===== config.mk =====
export PLATFORM = sky130hd
export DESIGN_NAME = lbm_bram_stream_reader
export DESIGN_NICKNAME = d
export VERILOG_FILES = /design/src/rtl/lbm_bram_stream_reader.sv
export SDC_FILE = /design/constraint.sdc
export NUM_CORES = 1
export LEC_CHECK = 0
export CORE_MARGIN = 2
export CORE_UTILIZATION = 30
export DETAILED_ROUTE_END_ITERATION = 16
export SLEW_MARGIN = 25
export SYNTH_ARGS = -nofsm -noshare
export SYNTH_HDL_FRONTEND = slang
export SYNTH_SLANG_ARGS = --single-unit

===== constraint.sdc =====
create_clock -name m00_axis_aclk -period 3.31 [get_ports m00_axis_aclk]
set_input_delay 0.662 -clock m00_axis_aclk [delete_from_list [all_inputs] [get_ports m00_axis_aclk]]
set_output_delay 0.662 -clock m00_axis_aclk [all_outputs]
set_load 0.01 [all_outputs]

===== src/rtl/lbm_bram_stream_reader.sv =====
// Streams one lattice frame from the distribution BRAMs out over AXI4-Stream, one pixel per beat.
// Reads are credit-limited so that in-flight reads plus buffered beats never exceed the output FIFO.
module lbm_bram_stream_reader #(
  parameter int DATA_WIDTH   = 16,
  parameter int NUM_DIRS     = 9,
  parameter int DEPTH        = 2500,
  parameter int ADDR_WIDTH   = 12,
  parameter int READ_LATENCY = 1
) (
  input  logic                               m00_axis_aclk,
  input  logic                               m00_axis_aresetn,
  input  logic                               start,
  input  logic                               loop,
  output logic                               busy,
  output logic                               done,
  output logic [15:0]                        frame_count,
  output logic                               rd_en,
  output logic [ADDR_WIDTH-1:0]              rd_addr,
  input  logic [NUM_DIRS*DATA_WIDTH-1:0]     rd_data,
  input  logic                               m00_axis_tready,
  output logic                               m00_axis_tvalid,
  output logic [NUM_DIRS*DATA_WIDTH-1:0]     m00_axis_tdata,
  output logic [NUM_DIRS*DATA_WIDTH/8-1:0]   m00_axis_tstrb,
  output logic                               m00_axis_tlast
);
  localparam int PW = NUM_DIRS*DATA_WIDTH;
  localparam int FD = READ_LATENCY + 2;
  localparam logic [ADDR_WIDTH-1:0] LAST_ADDR = ADDR_WIDTH'(DEPTH-1);
  localparam logic [2:0]            FD_C      = 3'(FD);

  typedef enum logic [1:0] {IDLE, FETCH, DRAIN} state_e;

  state_e                     state_q;
  logic                       rd_en_q, busy_q, done_q;
  logic [ADDR_WIDTH-1:0]      rd_addr_q, nxt_addr_q;
  logic [15:0]                frame_cnt_q;
  logic [2:0]                 cred_q;
  logic [READ_LATENCY-1:0]    vld_pipe_q, last_pipe_q;
  logic [FD-1:0][PW-1:0]      mem_q;
  logic [FD-1:0]              mem_last_q;
  logic [1:0]                 wr_ptr_q, rd_ptr_q;
  logic [2:0]                 occ_q;

  logic pop, last_pop, push, at_end, can_issue, issue, flush;

  function automatic logic [1:0] inc_ptr(input logic [1:0] p);
    return (p == 2'(FD-1)) ? 2'd0 : p + 2'd1;
  endfunction

  assign m00_axis_tvalid = (occ_q != 3'd0);
  assign m00_axis_tdata  = mem_q[rd_ptr_q];
  assign m00_axis_tlast  = m00_axis_tvalid & mem_last_q[rd_ptr_q];
  assign m00_axis_tstrb  = '1;
  assign rd_en           = rd_en_q;
  assign rd_addr         = rd_addr_q;
  assign busy            = busy_q;
  assign done            = done_q;
  assign frame_count     = frame_cnt_q;

  assign pop       = m00_axis_tvalid & m00_axis_tready;
  assign last_pop  = pop & mem_last_q[rd_ptr_q];
  assign push      = vld_pipe_q[READ_LATENCY-1];
  assign at_end    = (nxt_addr_q == LAST_ADDR);
  assign can_issue = (cred_q - {2'b0, pop}) < FD_C;
  // A non-looping frame ends here; anything prefetched for a next frame is dropped.
  assign flush     = (state_q == DRAIN) & last_pop & ~loop;

  // While draining with loop high, the next frame is prefetched so looped frames
  // stay back-to-back; its final read is held back until the loop decision is taken.
  always_comb begin
    issue = 1'b0;
    case (state_q)
      IDLE:    issue = start;
      FETCH:   issue = can_issue;
      DRAIN:   issue = can_issue & loop & (last_pop | ~at_end);
      default: issue = 1'b0;
    endcase
  end

  always_ff @(posedge m00_axis_aclk or negedge m00_axis_aresetn) begin
    if (!m00_axis_aresetn) begin
      state_q     <= IDLE;
      rd_en_q     <= 1'b0;
      rd_addr_q   <= '0;
      nxt_addr_q  <= '0;
      busy_q      <= 1'b0;
      done_q      <= 1'b0;
      frame_cnt_q <= '0;
    end else begin
      rd_en_q <= issue;
      done_q  <= flush;
      if (issue) begin
        rd_addr_q  <= nxt_addr_q;
        nxt_addr_q <= at_end ? '0 : nxt_addr_q + 1'b1;
      end
      if (flush) nxt_addr_q <= '0;
      if (last_pop) frame_cnt_q <= frame_cnt_q + 16'd1;
      case (state_q)
        IDLE: if (start) begin
          state_q <= at_end ? DRAIN : FETCH;
          busy_q  <= 1'b1;
        end
        FETCH: if (issue && at_end) state_q <= DRAIN;
        DRAIN: if (last_pop) begin
          if (!loop) begin
            state_q <= IDLE;
            busy_q  <= 1'b0;
          end else begin
            state_q <= (issue && at_end) ? DRAIN : FETCH;
          end
        end
        default: state_q <= IDLE;
      endcase
    end
  end

  // cred_q counts reads issued (including the one on rd_en now) that are not yet popped.
  always_ff @(posedge m00_axis_aclk or negedge m00_axis_aresetn) begin
    if (!m00_axis_aresetn) begin
      cred_q      <= '0;
      vld_pipe_q  <= '0;
      last_pipe_q <= '0;
      mem_q       <= '0;
      mem_last_q  <= '0;
      wr_ptr_q    <= '0;
      rd_ptr_q    <= '0;
      occ_q       <= '0;
    end else begin
      cred_q <= flush ? 3'd0 : cred_q - {2'b0, pop} + {2'b0, issue};
      vld_pipe_q[0]  <= rd_en_q & ~flush;
      last_pipe_q[0] <= (rd_addr_q == LAST_ADDR);
      for (int i = 1; i < READ_LATENCY; i++) begin
        vld_pipe_q[i]  <= vld_pipe_q[i-1] & ~flush;
        last_pipe_q[i] <= last_pipe_q[i-1];
      end
      if (flush) begin
        wr_ptr_q <= '0;
        rd_ptr_q <= '0;
        occ_q    <= '0;
      end else begin
        if (push) begin
          mem_q[wr_ptr_q]      <= rd_data;
          mem_last_q[wr_ptr_q] <= last_pipe_q[READ_LATENCY-1];
          wr_ptr_q             <= inc_ptr(wr_ptr_q);
        end
        if (pop) rd_ptr_q <= inc_ptr(rd_ptr_q);
        occ_q <= occ_q + {2'b0, push} - {2'b0, pop};
      end
    end
  end

endmodule


==> impl_metrics.toml <==
[logic_synthesis]
synth-edff-count = 0
synthCells = 1691
synth_area_per_cell_um2 = 13.02
synth.most_common_cell = "dfrtp_1"
netlist_top_cells_area = "dfrtp_1 (56%), mux2_2 (17%), mux2i_1 (6.5%)"
synth_ff_type = "dfrtp_1"
ys_ff_latch = 492
synth_commonest_cells = "dfrtp_1 (492), mux2_2 (338), nand2_1 (162)"
synthesis.area_um2 = 22020
seq_area_frac_synth_pct = 55.91
ys_warn_count = 0
yosysUniqueCellTypes = 59
async_reset_ff_share_pct = 100.0
synth_top_area_share_pct = 55.91
yosysTopAreaCell = "dfrtp_1"

[place]
place_ws_ns = -0.1042
place_congestion = 0.8227
dpl.hpwl_um = 37420
port_buffers = 325
dp.cells = 2943

[pwr]
vdd.ir_drop.worst_mv = 0.5441
intPower_mw = 18.91
p_sw_mw = 9.671
p_per_area_nw_per_um2 = 996.7
seqPwrFrac_pct = 36.5
combPwrFrac_pct = 43.3
pwr-share-clk_pct = 20.3
leakagePower_nw = 12.18
swShare_pct = 33.84

[timing]
whs_ns = 0.1351
slew_headroom_pct = 39.51
finalSetupViolCount = 0
min_period_over_period_pct = 97.19
min_period_ns = 3.217
tightestPinTransition_ns = 0.9074
finClkSkew_ns = 0.01824
final_hold_viol_count = 0
fin_tns_setup_ns = 0
finalWorstSetupSlack_ns = 0.09307
slew_viol_final = 0
rsz0062_at_grt = "yes"
fmax_mhz = 310.9

[setup_path]
critPathMaxStageDelay_ns = 0.53
arrival_ns = 2.55
cp-start-kind = "flop"
reg2reg_from = "rd_ptr_q[1]"
crit_required_ns = 2.65
crit_start = "rd_ptr_q[1]"
rr_worst_depth = 10
path_max_fanout = 7
rrSetupSlack_ns = 0.40
critPathCaptureType = "output pin"
crit_path_top_delay_cell = "clkdlybuf4s50_1"
critical_path_class = "reg2out"
crit_path_frequent_cell = "buf_12"
cp_cell_sequence = "and2b_4 -> buf_12 -> buf_12 -> o2bb2ai_4 -> and2_4 -> clkdlybuf4s50_1"

[cts]
hold_buffers = 0
tritoncts = "built"
cts_buffers = 55
cts-htree-levels = 2
clock_path_buffers = 3
clock_latency_ns = 0.59
clockRootBuffer = "clkbuf_16"
path_clk_slew_ns = 0.06
cts.sinks = 492

[final_layout]
layoutNonFillerInstCount = 3049
synthToLayoutAreaGrowth_pct = 30.21
layout-drive-gt1-share_pct = 24.70
nFillCells = 6906
nets = 2209
final_core_util_pct = 39.36

[die]
initial_utilization_pct = 30.23
fp-row-count = 99
dieArea_um2 = 75580
fp.coreArea_um2 = 72830
die-width_um = 274.9
io_pins = 344
die_h_um = 274.9

[drt]
final_antenna_net_count = 0
finalWirelength_um = 58600
wl_per_cell_um = 19.22
drt_pre_antenna_iters = 5
dr_total_vias = 14569
via_per_inst = 4.778
drc = 0
drtIter0Drc = 619

[job]
maxCapViolCount = 0

[global_route]
top_usage_layer = "met2"
grt_overflow_total = 0
grt_max_degree = 97
use_met3_pct = 4.259
track_usage_pct = 15.21
grt_pass1_vias = 15889
use_met2_pct = 25.65
grt_first_pass_wirelength_um = 90430
antenna_found_initial = 10
globalRouteMet1Util_pct = 19.42

[status]
status = "completed"

[min_path]
hold_class = "in2async"
[sequential cells by signal, summed over array words and instances (netlist names), 2 cells and up]
| register | cells |
|---|---|
| wr_ptr_q | 2 |
| mem_q | 432 |
| cred_q | 3 |
| frame_count | 16 |
| nxt_addr_q | 12 |
| state_q | 2 |
| rd_ptr_q | 2 |
| rd_addr | 12 |
| mem_last_q | 3 |
| occ_q | 3 |
[cell families (layout without fill, tap and decap cells)]
| family | Yosys count | after routing | share of synthesized area (%) |
|---|---|---|---|
| multiplexers | 589 | 589 | 29.31 |
| flip-flops | 492 | 492 | 55.91 |
| AND/OR/NAND/NOR | 250 | 250 | 5.108 |
| AO/OA/AOI/OAI | 190 | 190 | 4.853 |
| buffers and inverters | 141 | 522 | 3.495 |
| XOR/XNOR | 19 | 19 | 0.7557 |
| adder cells (fa/ha/maj) | 9 | 9 | 0.5455 |
| other | 1 | 19 | 0.01703 |
[per-layer routing]
layer / vias up / part of all wire [%]
met4: 18 / 1.8
met3: 93 / 6.3
li1: 6658 / -
met2: 338 / 48
met1: 7462 / 44
met5: - / 0.20
[power by group through the flow]
| stage | clock network, mW | registers [mW] | logic [mW] |
|---|---|---|---|
| after floorplan | 0 | 10.1 | 7.12 |
| after global routing | 6.28 | 10.8 | 13.5 |
| final | 5.80 | 10.4 | 12.4 |
| after global placement | 0 | 10.3 | 12.6 |
| after detailed placement | 0 | 10.5 | 12.9 |
| after CTS | 6.02 | 10.4 | 12.6 |
[through the flow]
stage / power (mW) / area, µm²
6_report: 28.58 / 28670
5_1_grt: 30.59 / 28670
4_1_cts: 29.09 / 28520
3_5_place_dp: 23.42 / 26720
3_3_place_gp: 22.94 / 26720
2_1_floorplan: 17.19 / 22080
[worst max-delay path: cells and delay by family, from the launching register on]
kind	cells	cell delay [ns]
buffers and inverters	3	0.84
flip-flops	1	0.50
AND/OR/NAND/NOR	2	0.45
AO/OA/AOI/OAI	1	0.15
[path summary, 6_finish.rpt]
| kind | endpoint |
|---|---|
| hold reg to reg | frame_count[15] |
| hold / removal | mem_q[37] |
| max in group asynchronous | mem_q[188] |
| min in group m00_axis_aclk | frame_count[15] |
| setup reg to reg | mem_q[295] |
| setup / recovery | m00_axis_tlast |
[layout by cell type, fill, tap and decap left out, types with 4 or more instances in the layout]
cell type / count
nand4_1: 10
buf_6: 4
or3_1: 6
ha_1: 8
dfrtp_1: 490
nor3_1: 7
xnor2_1: 10
inv_1: 19
clkbuf_16: 57
clkdlybuf4s50_1: 208
clkbuf_8: 13
conb_1: 18
dlymetal6s2s_1: 38
clkinv_2: 4
nand3_1: 14
and2_1: 5
o21ai_0: 157
buf_4: 45
dlygate4sd2_1: 78
buf_16: 4
buf_12: 23
clkbuf_1: 17
nor2_1: 20
mux2_1: 106
mux2_2: 338
a31oi_1: 4
nand3b_1: 4
nand2b_1: 4
xor2_1: 9
nand2_1: 162
mux2i_1: 144
a21oi_1: 7
[final cells by class]
cell class | instances | area, µm² | share of cell area, %
antenna | 1 | 2.502 | 0.008728
clock buffer | 85 | 1619 | 5.647
clock inverter | 10 | 92.59 | 0.3229
inverter | 21 | 78.83 | 0.2749
multi-input combinational | 1075 | 9020 | 31.46
sequential | 492 | 12320 | 42.97
tap | 959 | 1200 | 4.185
timing repair buffer | 406 | 4339 | 15.13
[timing repair]
item                       4_1_cts  5_1_grt
setup buffers                    6        0
setup endpoints to repair      101       49
gates cloned                     2        2
gates resized for setup         87       40
Note: power is estimated with default switching activity, not from simulation.
